===== config.mk =====
export PLATFORM = sky130hd
export DESIGN_NAME = spikes_phase_scheduler
export DESIGN_NICKNAME = d
export VERILOG_FILES = /design/src/rtl/spikes_phase_scheduler.sv
export SDC_FILE = /design/constraint.sdc
export NUM_CORES = 1
export LEC_CHECK = 0
export CAP_MARGIN = 30
export CORE_MARGIN = 2
export CORE_UTILIZATION = 40
export DETAILED_ROUTE_END_ITERATION = 10
export PLACE_DENSITY = 0.64
export SLEW_MARGIN = 20
export SYNTH_ARGS = -nofsm -noshare
export SYNTH_HDL_FRONTEND = slang
export SYNTH_SLANG_ARGS = --single-unit

===== constraint.sdc =====
create_clock -name clk -period 4.8 [get_ports clk]
set_input_delay 0.96 -clock clk [delete_from_list [all_inputs] [get_ports clk]]
set_output_delay 0.96 -clock clk [all_outputs]
set_load 0.03 [all_outputs]

===== src/rtl/spikes_phase_scheduler.sv =====
// Spike-tile sequencer: LFSR layout pick while idle, frame-timed retract/warn/armed cycle in play,
// and one hit per armed window per requester. Optional macro SPIKES_SPEEDUP_EN shortens retract per round.
module spikes_phase_scheduler #(
  parameter int NUM_LAYOUTS    = 5,
  parameter int RETRACT_FRAMES = 120,
  parameter int WARN_FRAMES    = 30,
  parameter int ARMED_FRAMES   = 60,
  parameter int BLINK_FRAMES   = 8
) (
  input  logic       clk,
  input  logic       reset,
  input  logic       startOfFrame,
  input  logic       game_on,
  input  logic       player_spike_col,
  input  logic       monster_spike_col,
  output logic [3:0] layout_sel,
  output logic       spikes_draw_en,
  output logic       spikes_lethal,
  output logic       player_hit,
  output logic       monster_hit,
  output logic [1:0] phase
);

  typedef enum logic [1:0] {
    S_IDLE      = 2'd0,
    S_RETRACTED = 2'd1,
    S_WARNING   = 2'd2,
    S_ARMED     = 2'd3
  } state_t;

  state_t     state_q, state_d;
  logic [7:0] cnt_q, cnt_d;
  logic [7:0] bcnt_q, bcnt_d;
  logic       blink_q, blink_d;
  logic [7:0] lfsr_q, lfsr_d;
  logic [3:0] layout_q, layout_d;
  logic       draw_q, draw_d;
  logic       lethal_q, lethal_d;
  logic       p_hit_q, p_hit_d;
  logic       m_hit_q, m_hit_d;
  logic       p_done_q, p_done_d;
  logic       m_done_q, m_done_d;
  logic [7:0] retract_len_s;

`ifdef SPIKES_SPEEDUP_EN
  logic [2:0] round_q, round_d;
  logic [8:0] shrink_s;

  // Retract length shrinks by 8 frames per completed round, floored at 16
  always_comb begin
    shrink_s = {3'b000, round_q, 3'b000};
    if (9'(RETRACT_FRAMES) < (shrink_s + 9'd16)) begin
      retract_len_s = 8'd16;
    end else begin
      retract_len_s = 8'(9'(RETRACT_FRAMES) - shrink_s);
    end
  end

  // Round counter: counts armed->retracted passes, saturating, cleared while idle
  always_comb begin
    round_d = round_q;
    if (state_q == S_IDLE) begin
      round_d = 3'd0;
    end else if ((state_q == S_ARMED) && (state_d == S_RETRACTED) && (round_q != 3'd7)) begin
      round_d = round_q + 3'd1;
    end else begin
      round_d = round_q;
    end
  end

  // Round counter register
  always_ff @(posedge clk) begin
    if (reset) begin
      round_q <= 3'd0;
    end else begin
      round_q <= round_d;
    end
  end
`else
  assign retract_len_s = 8'(RETRACT_FRAMES);
`endif

  // Next-state, frame counting, LFSR, hit arbitration and registered-output values
  always_comb begin
    state_d  = state_q;
    cnt_d    = cnt_q;
    bcnt_d   = bcnt_q;
    blink_d  = blink_q;
    lfsr_d   = lfsr_q;
    layout_d = layout_q;
    p_done_d = p_done_q;
    m_done_d = m_done_q;
    p_hit_d  = 1'b0;
    m_hit_d  = 1'b0;

    case (state_q)
      S_IDLE: begin
        lfsr_d   = {lfsr_q[6:0], lfsr_q[7] ^ lfsr_q[5] ^ lfsr_q[4] ^ lfsr_q[3]};
        layout_d = 4'(lfsr_q % 8'(NUM_LAYOUTS));
        p_done_d = 1'b0;
        m_done_d = 1'b0;
        if (game_on) begin
          state_d = S_RETRACTED;
          cnt_d   = 8'd0;
        end else begin
          state_d = S_IDLE;
        end
      end
      S_RETRACTED: begin
        if (startOfFrame && (cnt_q == retract_len_s - 8'd1)) begin
          state_d = S_WARNING;
          cnt_d   = 8'd0;
          bcnt_d  = 8'd0;
          blink_d = 1'b1;
        end else if (startOfFrame) begin
          cnt_d = cnt_q + 8'd1;
        end else begin
          cnt_d = cnt_q;
        end
      end
      S_WARNING: begin
        if (startOfFrame && (cnt_q == 8'(WARN_FRAMES) - 8'd1)) begin
          state_d  = S_ARMED;
          cnt_d    = 8'd0;
          bcnt_d   = 8'd0;
          blink_d  = 1'b0;
          p_done_d = 1'b0;
          m_done_d = 1'b0;
        end else if (startOfFrame) begin
          cnt_d = cnt_q + 8'd1;
          if (bcnt_q == 8'(BLINK_FRAMES) - 8'd1) begin
            bcnt_d  = 8'd0;
            blink_d = ~blink_q;
          end else begin
            bcnt_d = bcnt_q + 8'd1;
          end
        end else begin
          cnt_d = cnt_q;
        end
      end
      S_ARMED: begin
        // Hits on the final armed cycle still count; the pulse lands in RETRACTED
        p_hit_d  = player_spike_col & ~p_done_q;
        m_hit_d  = monster_spike_col & ~m_done_q;
        p_done_d = p_done_q | player_spike_col;
        m_done_d = m_done_q | monster_spike_col;
        if (startOfFrame && (cnt_q == 8'(ARMED_FRAMES) - 8'd1)) begin
          state_d = S_RETRACTED;
          cnt_d   = 8'd0;
        end else if (startOfFrame) begin
          cnt_d = cnt_q + 8'd1;
        end else begin
          cnt_d = cnt_q;
        end
      end
      default: begin
        state_d = S_IDLE;
      end
    endcase

    // Leaving the round beats any frame tick and drops pending hits
    if ((state_q != S_IDLE) && !game_on) begin
      state_d = S_IDLE;
      cnt_d   = 8'd0;
      bcnt_d  = 8'd0;
      blink_d = 1'b0;
      p_hit_d = 1'b0;
      m_hit_d = 1'b0;
    end else begin
      state_d = state_d;
    end

    draw_d   = (state_d == S_IDLE) | (state_d == S_ARMED) | ((state_d == S_WARNING) & blink_d);
    lethal_d = (state_d == S_ARMED);
  end

  // State and output registers
  always_ff @(posedge clk) begin
    if (reset) begin
      state_q  <= S_IDLE;
      cnt_q    <= 8'd0;
      bcnt_q   <= 8'd0;
      blink_q  <= 1'b0;
      lfsr_q   <= 8'hA5;
      layout_q <= 4'd0;
      draw_q   <= 1'b1;
      lethal_q <= 1'b0;
      p_hit_q  <= 1'b0;
      m_hit_q  <= 1'b0;
      p_done_q <= 1'b0;
      m_done_q <= 1'b0;
    end else begin
      state_q  <= state_d;
      cnt_q    <= cnt_d;
      bcnt_q   <= bcnt_d;
      blink_q  <= blink_d;
      lfsr_q   <= lfsr_d;
      layout_q <= layout_d;
      draw_q   <= draw_d;
      lethal_q <= lethal_d;
      p_hit_q  <= p_hit_d;
      m_hit_q  <= m_hit_d;
      p_done_q <= p_done_d;
      m_done_q <= m_done_d;
    end
  end

  assign layout_sel     = layout_q;
  assign spikes_draw_en = draw_q;
  assign spikes_lethal  = lethal_q;
  assign player_hit     = p_hit_q;
  assign monster_hit    = m_hit_q;
  assign phase          = state_q;

endmodule


==> results.yml, run 1 <==
run_status:
  status: "finished, final reports clean"
sta:
  fmax_mhz: 253
  relSlewSlack_pct: 42.5
  finalWorstSetupSlack_ns: 0.840
  rsz0062_at_grt: "no"
  tns_ns: 0
  finalMaxSlewViolations: 0
  hold_viol_final: 0
  skew_ns: 0.00845
  min_period_over_period_pct: 82.5
  tightestPinTransition_ns: 0.863
  setup_viol_count_final: 0
  hold-worst-slack_ns: 0.417
  post-route-min-period_ns: 3.96
synthesis:
  synth_commonest_cells: "nor2_1, dfxtp_1, nand2_1"
  yosys-top-cells-area: "dfxtp_1, ha_1, nor2_1, xor2_1, mux2i_1"
  ys_seq_area_share_pct: 31.1
  synth_edf_count: 0
  synthFlopType: "dfxtp_1"
  synth_area_per_cell_um2: 8.53
  synthesis.nets: 299
  synthCells: 279
  yosysTopAreaCell: "dfxtp_1"
  yosysWarningCount: 0
  netlist_area_um2: 2380
  synth.distinct_cells: 62
  synthArstFlopShare_pct: 0
  synth_top_area_share_pct: 31.1
  synth-seq-cells: 37
  yosysMostFrequentCell: "nor2_1"
setup_path:
  max_stage_delay_ns: 0.72
  critical_path_arrival_ns: 4.17
  cp_cell_sequence: "nand3b_1 > or2_2 > a32oi_1 > nor2_1 > ha_1 > a21o_1 > nor3_1 > o21ai_0 > xnor2_1 > ha_1 > nand2b_1 > a211oi_2 > mux2_4 > a211oi_2"
  crit_path_start: "lfsr_q[3]"
  endpoint_kind: "register"
  r2r-start: "lfsr_q[3]"
  cp_top_family: "compound AO/OA/AOI/OAI gates"
  worst-setup-path-type: "register to register"
  startpoint_type: "register"
  crit_fanout: 17
  path_buf_inv: 0
  crit_required_ns: 5.01
  critPathSlowestCell: "dfxtp_1"
clocking:
  clk_pin_slew_worst_paths_ns: 0.07
  clk_latency_ns: 0.28
  tritoncts: "done"
  htreeDepth: 2
  cts_resized: 0
  cts_setup_buffers: 0
  cts-buffers-inserted: 5
  hold_buffers: 0
  cts.sinks: 37
  ctsRootBufferMaster: "clkbuf_8"
  cts.path.max_buffers: 2
flow_run:
  maxCapViolations: 0
worst_hold_path:
  hold_start: "m_done_q"
  hold_class: "register to register"
detailed_routing:
  drt_iter0_drc: 71
  wl_per_cell_um: 12.5
  wl_um: 4550
  drt_pass1_iterations: 4
  num_vias: 1942
  ant_nets: 0
  avgViaCountPerCell: 5.32
  route.detailed.drc: 0
die:
  io-pin-count: 16
  rows: 28
  dieArea_um2: 6590
  die_h_um: 81.2
  start_util_pct: 40.7
  die_w_um: 81.2
  core_um2: 5850
layout:
  drive_gt1_share_pct: 7.24
  diodes: 0
  final_area_um2: 2660
  finalNetCount: 309
  syn_to_final_growth_pct: 11.8
power_and_ir_drop:
  p_leak_uw: 0.00105
  powerDensity_nw_per_um2: 333
  intPower_uw: 594
  power_switching_uw: 292
  finalPower_uw: 886
  p_comb_share_pct: 31.9
  ir_worst_vdd_uv: 220
  p_sw_share_pct: 32.9
  power.share.sequential_pct: 41.0
  clockPowerShare_pct: 27.0
placed_design:
  place_congestion: 0.812
  port_buffers: 15
  place_ws_ns: 0.834
  dp_hpwl_um: 3280
  place_area_um2: 2560
global_routing:
  grt_max_degree: 24
  grt_pass1_vias: 1747
  grt_overflow: 0
  grt_pass1_wl_um: 7790
  grt_usage_pct: 14.9
  antenna_found_initial: 0
flip-flops by register name (all words and copies together) (netlist names):
name,flops
phase,2
bcnt_q,8
m_done_q,1
player_hit,1
spikes_lethal,1
p_done_q,1
monster_hit,1
layout_sel,4
cnt_q,8
spikes_draw_en,1
lfsr_q,8
blink_q,1
power by group through the flow:
stage,logic (uW),clock network (uW),registers (uW)
floorplan,215,0,375
global placement,279,0,370
detailed placement,283,0,370
CTS,285,253,363
global route,312,263,368
finish,283,240,364
layout by cell type (no fill, tap or decap), types with 7 or more instances in the layout:
| cell | count |
|---|---|
| nor2_1 | 38 |
| nor3b_1 | 8 |
| mux2i_1 | 8 |
| xor2_1 | 11 |
| inv_1 | 12 |
| xnor2_1 | 8 |
| clkdlybuf4s50_1 | 15 |
| dfxtp_1 | 37 |
| ha_1 | 14 |
| nor2b_1 | 7 |
| clkbuf_8 | 7 |
| nand2_1 | 16 |
| o21ai_0 | 11 |
routing by layer:
layer / GRT usage, % / wire (um) / vias up
li1: - / - / 1015
met1: 19.5 / 2290 / 903
met2: 25.0 / 2110 / 20
met3: 4.00 / 121 / 4
met4: 2.54 / 31 / 0
met5: 0 / 0 / -
cells by family after synthesis:
group | synth area share (%)
compound gates | 16.7
xor+xnor | 6.99
fa+ha+maj | 7.36
buf+inv | 4.89
flops | 31.1
mux | 3.99
simple gates | 29.0
path summary, 6_finish.rpt:
check	depth (start not counted)	slack [ns]	endpoint
worst max register to register	14	0.84	layout_sel[1]
worst min-delay path	1	0.42	monster_hit
worst max-delay path	14	0.84	layout_sel[1]
worst min register to register	1	0.42	monster_hit
area by class of cell:
| cell class | count | area [um2] |
|---|---|---|
| clock inverter | 1 | 5.00 |
| clock buffer | 7 | 96.3 |
| sequential | 37 | 741 |
| inverter | 12 | 45.0 |
| fill | 590 | 3190 |
| tap | 75 | 93.8 |
| timing repair buffer | 16 | 158 |
| multi-input combinational | 217 | 1520 |
metrics by stage:
step	util, %	cells
2_1_floorplan	-	279
3_3_place_gp	43.8	357
3_5_place_dp	43.8	357
4_1_cts	45.5	365
5_1_grt	45.5	365
6_report	45.5	365
Note: power is estimated with default switching activity, not from simulation.
==> inputs of run 2 (changes only) <==
--- a/config.mk
+++ b/config.mk
@@ -9,7 +9,7 @@
 export CORE_MARGIN = 2
 export CORE_UTILIZATION = 40
 export DETAILED_ROUTE_END_ITERATION = 10
-export PLACE_DENSITY = 0.64
+export PLACE_DENSITY = 0.66
 export SLEW_MARGIN = 20
 export SYNTH_ARGS = -nofsm -noshare
 export SYNTH_HDL_FRONTEND = slang
==> constraint.sdc (replaced) <==
create_clock -name clk -period 3.2 [get_ports clk]
set_input_delay 0.64 -clock clk [delete_from_list [all_inputs] [get_ports clk]]
set_output_delay 0.64 -clock clk [all_outputs]
set_load 0.03 [all_outputs]
==> run 2 against run 1 <==
- clock-buffer cell count decreased by 1
- highest routed layer unchanged
- first-iteration DRC count rose by 23%
- maximum frequency rose by 25%
- sequential power up 47%
- register-to-register slack got worse by 0.80 ns
- die area is the same
==> results.yml, run 2 (synthesized netlist as in run 1, its figures left out) <==
layout:
  seq_area_um2: 754
  finalNetCount: 336
  drive_gt1_share_pct: 19.2
  final_common_cell: "nor2_1"
  diodes: 0
  instances_no_fill: 392
  syn_to_final_growth_pct: 22.2
  multi_input_area_um2: 1570
  largestRegisters: "bcnt_q: 8 flops, cnt_q: 8 flops, lfsr_q: 8 flops"
  final_cell_mix: "nor2_1, dfxtp_1, buf_4, nand2_1, clkdlybuf4s50_1"
  fillers: 548
worst_hold_path:
  whs_path_depth: 1
  hold_start: "p_done_q"
  hold_end: "player_hit"
  hold_class: "register to register"
setup_path:
  r2r-start: "lfsr_q[5]"
  r2r_cells: 14
  rrSetupSlack_ns: 0.04
  endpoint_kind: "register"
  critical_path_arrival_ns: 3.38
  crit_fanout: 8
  worst-setup-path-type: "register to register"
  reg2reg_to: "layout_sel[1]"
  crit_required_ns: 3.42
  startpoint_type: "register"
clocking:
  cts.path.max_buffers: 2
  htreeDepth: 2
  cts.sinks: 37
  tritoncts: "done"
  ctsRootBufferMaster: "clkbuf_8"
  cts-buffers-inserted: 5
  clk_pin_slew_worst_paths_ns: 0.08
  clk_latency_ns: 0.29
sta:
  rsz0062_at_grt: "yes"
  skew_ns: 0.00997
  setup_viol_count_final: 0
  hold_viol_final: 0
  tns_ns: 0
  min_period_over_period_pct: 98.8
  post-route-min-period_ns: 3.16
  tightestPinTransition_ns: 0.575
  relSlewSlack_pct: 61.4
  finalMaxSlewViolations: 0
  fmax_mhz: 316
global_routing:
  grt_pass1_wl_um: 8530
  grt_usage_pct: 16.4
  antenna_found_initial: 0
  grt_pass1_vias: 1878
  grt_max_degree: 24
  grt_overflow: 0
power_and_ir_drop:
  ir_worst_vdd_uv: 262
  powerDensity_nw_per_um2: 488
  p_leak_uw: 0.00119
detailed_routing:
  wl_um: 5170
  wl_per_cell_um: 13.2
  drt_iter0_drc: 87
  drt_pass1_iterations: 4
  num_vias: 2050
  route.detailed.drc: 0
  ant_nets: 0
  avgViaCountPerCell: 5.23
die:
  rows: 28
  die_h_um: 81.2
  dieArea_um2: 6590
  start_util_pct: 40.7
  io-pin-count: 16
  core_um2: 5850
  die_w_um: 81.2
placed_design:
  place_congestion: 0.859
  port_buffers: 15
  dp_hpwl_um: 3720
  placed_cells: 381
run_status:
  status: "finished, final reports clean"
flow_run:
  maxCapViolations: 0
-- run 2: changes by cell type in the layout (fill, tap and decap cells not counted), sizes merged --
cell | before | now
clkbuf | 7 | 6
buf | 1 | 28
clkinv | 1 | 2
-- run 2: metrics by stage --
stage,total power [uW],cell area [um2],worst slack [ns],hold WS (ns),util [%]
after floorplan,898,2410,-0.0153,0.397,-
after global placement,1050,2770,0.0644,0.407,47.3
after detailed placement,1060,2770,-0.0227,0.408,47.3
after CTS,1390,2860,0.0353,0.412,48.9
after global routing,1500,2910,-0.129,0.421,49.7
final,1420,2910,0.0378,0.404,49.7
-- run 2: worst max path at each step --
stage	start	to	slack [ns]	cells after the start
3_5_place_dp	lfsr_q[3]	layout_sel[1]	-0.02	15
5_1_grt	lfsr_q[5]	layout_sel[1]	-0.13	14
6_report	lfsr_q[5]	layout_sel[1]	0.04	14
3_3_place_gp	lfsr_q[3]	layout_sel[1]	0.06	14
2_1_floorplan	lfsr_q[5]	layout_sel[1]	-0.02	15
4_1_cts	lfsr_q[4]	layout_sel[1]	0.04	14
-- run 2: area by class of cell --
| class | count | area share (%) |
|---|---|---|
| clock inverters | 2 | 0.344 |
| flip-flops and latches | 37 | 25.9 |
| clock buffers | 6 | 2.49 |
| well taps | 75 | 3.22 |
| inverters | 12 | 1.55 |
| multi-input cells | 217 | 54.1 |
| repair buffers | 43 | 12.4 |
-- run 2: timing repair --
action | 4_1_cts | 5_1_grt
endpoints found under the setup margin | 1 | 3
gates resized for setup | 2 | 8
setup buffers | 0 | 3
pin swaps | 1 | 4
hold buffers | 0 | 0
-- run 2: report_power, final --
part           switching, uW  total (uW)  leakage [uW]  internal [uW]
Combinational            274         567      0.000842            293
Clock                    167         318     0.0000450            151
Sequential              40.4         536      0.000304            495
Total                    482        1420       0.00119            940
-- run 2: worst max-delay path: stages (launching register included) --
cell,delay (ns)
dfxtp_4,0.39
and3b_1,0.19
or3_1,0.32
a21oi_2,0.17
nor2_2,0.07
ha_2,0.18
a21o_1,0.16
nor3_2,0.21
o21ai_2,0.09
xnor2_2,0.19
ha_2,0.25
nand2b_4,0.07
a211oi_4,0.27
mux2_4,0.33
a211oi_2,0.20
-- run 2: per-layer routing --
metal  wire [um]  GRT usage [%]  vias to the layer above
met4          49           4.92                        0
li1            -              -                     1066
met5           0              0                        -
met3         131           3.33                        4
met1        2450           20.7                      956
met2        2540           28.1                       24
==> inputs of run 3 (changes only) <==
--- a/config.mk
+++ b/config.mk
@@ -9,8 +9,7 @@
 export CORE_MARGIN = 2
 export CORE_UTILIZATION = 40
 export DETAILED_ROUTE_END_ITERATION = 10
-export PLACE_DENSITY = 0.66
-export SLEW_MARGIN = 20
+export PLACE_DENSITY = 0.65
 export SYNTH_ARGS = -nofsm -noshare
 export SYNTH_HDL_FRONTEND = slang
 export SYNTH_SLANG_ARGS = --single-unit
==> run 3 against run 2 <==
- the run now ends with setup timing left
- final cell count increased by 1.5%
- clock-buffer cell count stayed put
- critical path depth is 1 higher
- largest power group unchanged
- highest routed layer unchanged
==> results.yml, run 3 (synthesized netlist as in run 1, its figures left out) <==
global_routing:
  grt_overflow: 0
  grt_pass1_vias: 1877
  grt_usage_pct: 15.9
  grt_pass1_wl_um: 8290
  antenna_found_initial: 0
  grt_max_degree: 23
sta:
  skew_ns: 0.00615
  relSlewSlack_pct: 63.9
  hold_viol_final: 0
  setup_viol_count_final: 2
  min_period_over_period_pct: 101
  finalMaxSlewViolations: 0
  rsz0062_at_grt: "yes"
  hold-worst-slack_ns: 0.419
  fmax_mhz: 310
  tightestPinTransition_ns: 0.538
  finalWorstSetupSlack_ns: -0.0294
  post-route-min-period_ns: 3.23
die:
  core_um2: 5850
  io-pin-count: 16
  rows: 28
  die_w_um: 81.2
  die_h_um: 81.2
  dieArea_um2: 6590
  start_util_pct: 40.7
setup_path:
  startpoint_type: "register"
  crit_fanout: 6
  crit_required_ns: 3.41
  worst-setup-path-type: "register to register"
  path_buf_inv: 1
  endpoint_kind: "register"
  cp_cell_sequence: "buf_6 > and3b_1 > or3_1 > a21oi_2 > nor2_2 > ha_2 > a21o_1 > nor3_2 > o21ai_2 > xnor2_2 > ha_1 > nand2b_4 > a211oi_4 > mux2_4 > a211oi_2"
  critPathSlowestCell: "dfxtp_4"
  cp_top_family: "compound AO/OA/AOI/OAI gates"
  max_stage_delay_ns: 0.38
  critical_path_arrival_ns: 3.44
detailed_routing:
  route.detailed.drc: 0
  wl_per_cell_um: 12.5
  avgViaCountPerCell: 5.16
  wl_met1_um: 2410
  drt_pass1_iterations: 4
  wl_um: 4990
  route.met2.wl_um: 2420
  num_vias: 2054
  ant_nets: 0
  drt_iter0_drc: 77
  top_layer_used: "met4"
  wl_met3_um: 111
flow_run:
  maxCapViolations: 0
power_and_ir_drop:
  p_leak_uw: 0.00122
  ir_worst_vdd_uv: 289
  powerDensity_nw_per_um2: 482
  finalPower_uw: 1430
worst_hold_path:
  hold_class: "register to register"
layout:
  diodes: 0
  final_common_cell: "nor2_1"
  drive_gt1_share_pct: 21.4
  final_area_um2: 2970
  finalNetCount: 342
  syn_to_final_growth_pct: 24.6
  largestRegisters: "bcnt_q: 8 flops, cnt_q: 8 flops, lfsr_q: 8 flops"
  final_cell_mix: "nor2_1, buf_4, dfxtp_1, nand2_1, clkdlybuf4s50_1"
clocking:
  tritoncts: "done"
  cts-buffers-inserted: 5
  cts.path.max_buffers: 2
  htreeDepth: 2
  cts.sinks: 37
  clk_latency_ns: 0.28
  ctsRootBufferMaster: "clkbuf_8"
  clk_pin_slew_worst_paths_ns: 0.07
placed_design:
  port_buffers: 15
  dp_hpwl_um: 3550
  place_ws_ns: -0.0756
  place_congestion: 0.842
  place_area_um2: 2750
run_status:
  violations: "setup timing"
  status: "finished with violations"
==> run 3: path summary, 6_finish.rpt <==
| kind | startpoint | endpoint | slack, ns | depth (start not counted) |
|---|---|---|---|---|
| hold / removal | m_done_q | monster_hit | 0.42 | 1 |
| setup / recovery | lfsr_q[5] | layout_sel[1] | -0.03 | 15 |
| hold reg to reg | m_done_q | monster_hit | 0.42 | 1 |
| setup reg to reg | lfsr_q[5] | layout_sel[1] | -0.03 | 15 |
==> run 3: cell type report <==
type | instances | area (um2)
tap | 75 | 93.8
timing repair buffer | 49 | 409
fill | 563 | 2880
inverter | 12 | 45.0
multi-input combinational | 217 | 1590
clock buffer | 6 | 72.6
clock inverter | 2 | 10.0
sequential | 37 | 752
==> run 3: per-stage QoR <==
| step | util [%] | instances | setup TNS [ns] |
|---|---|---|---|
| global placement | 47.1 | 379 | 0 |
| finish | 50.7 | 398 | -0.0361 |
| detailed placement | 47.1 | 379 | -0.0910 |
| global route | 50.7 | 398 | -0.513 |
| CTS | 48.7 | 387 | 0 |
| floorplan | - | 279 | -0.0153 |
==> run 3: repair_timing <==
action                                  4_1_cts  5_1_grt
gates resized for setup                       3       10
buffers inserted                              0       11
pin swaps                                     1        1
hold buffers                                  0        0
endpoints found under the setup margin        2        3
==> run 3: report_power, final <==
part	internal [uW]	total [uW]	switching [uW]
registers	496	533	37.5
logic	309	593	284
clock network	151	305	154
==> run 3: layer usage <==
layer  GRT usage (%)  up-vias
met5               0        -
met4            5.59        0
met3            3.67        5
met2            27.4       20
met1            19.4      949
li1                -     1080
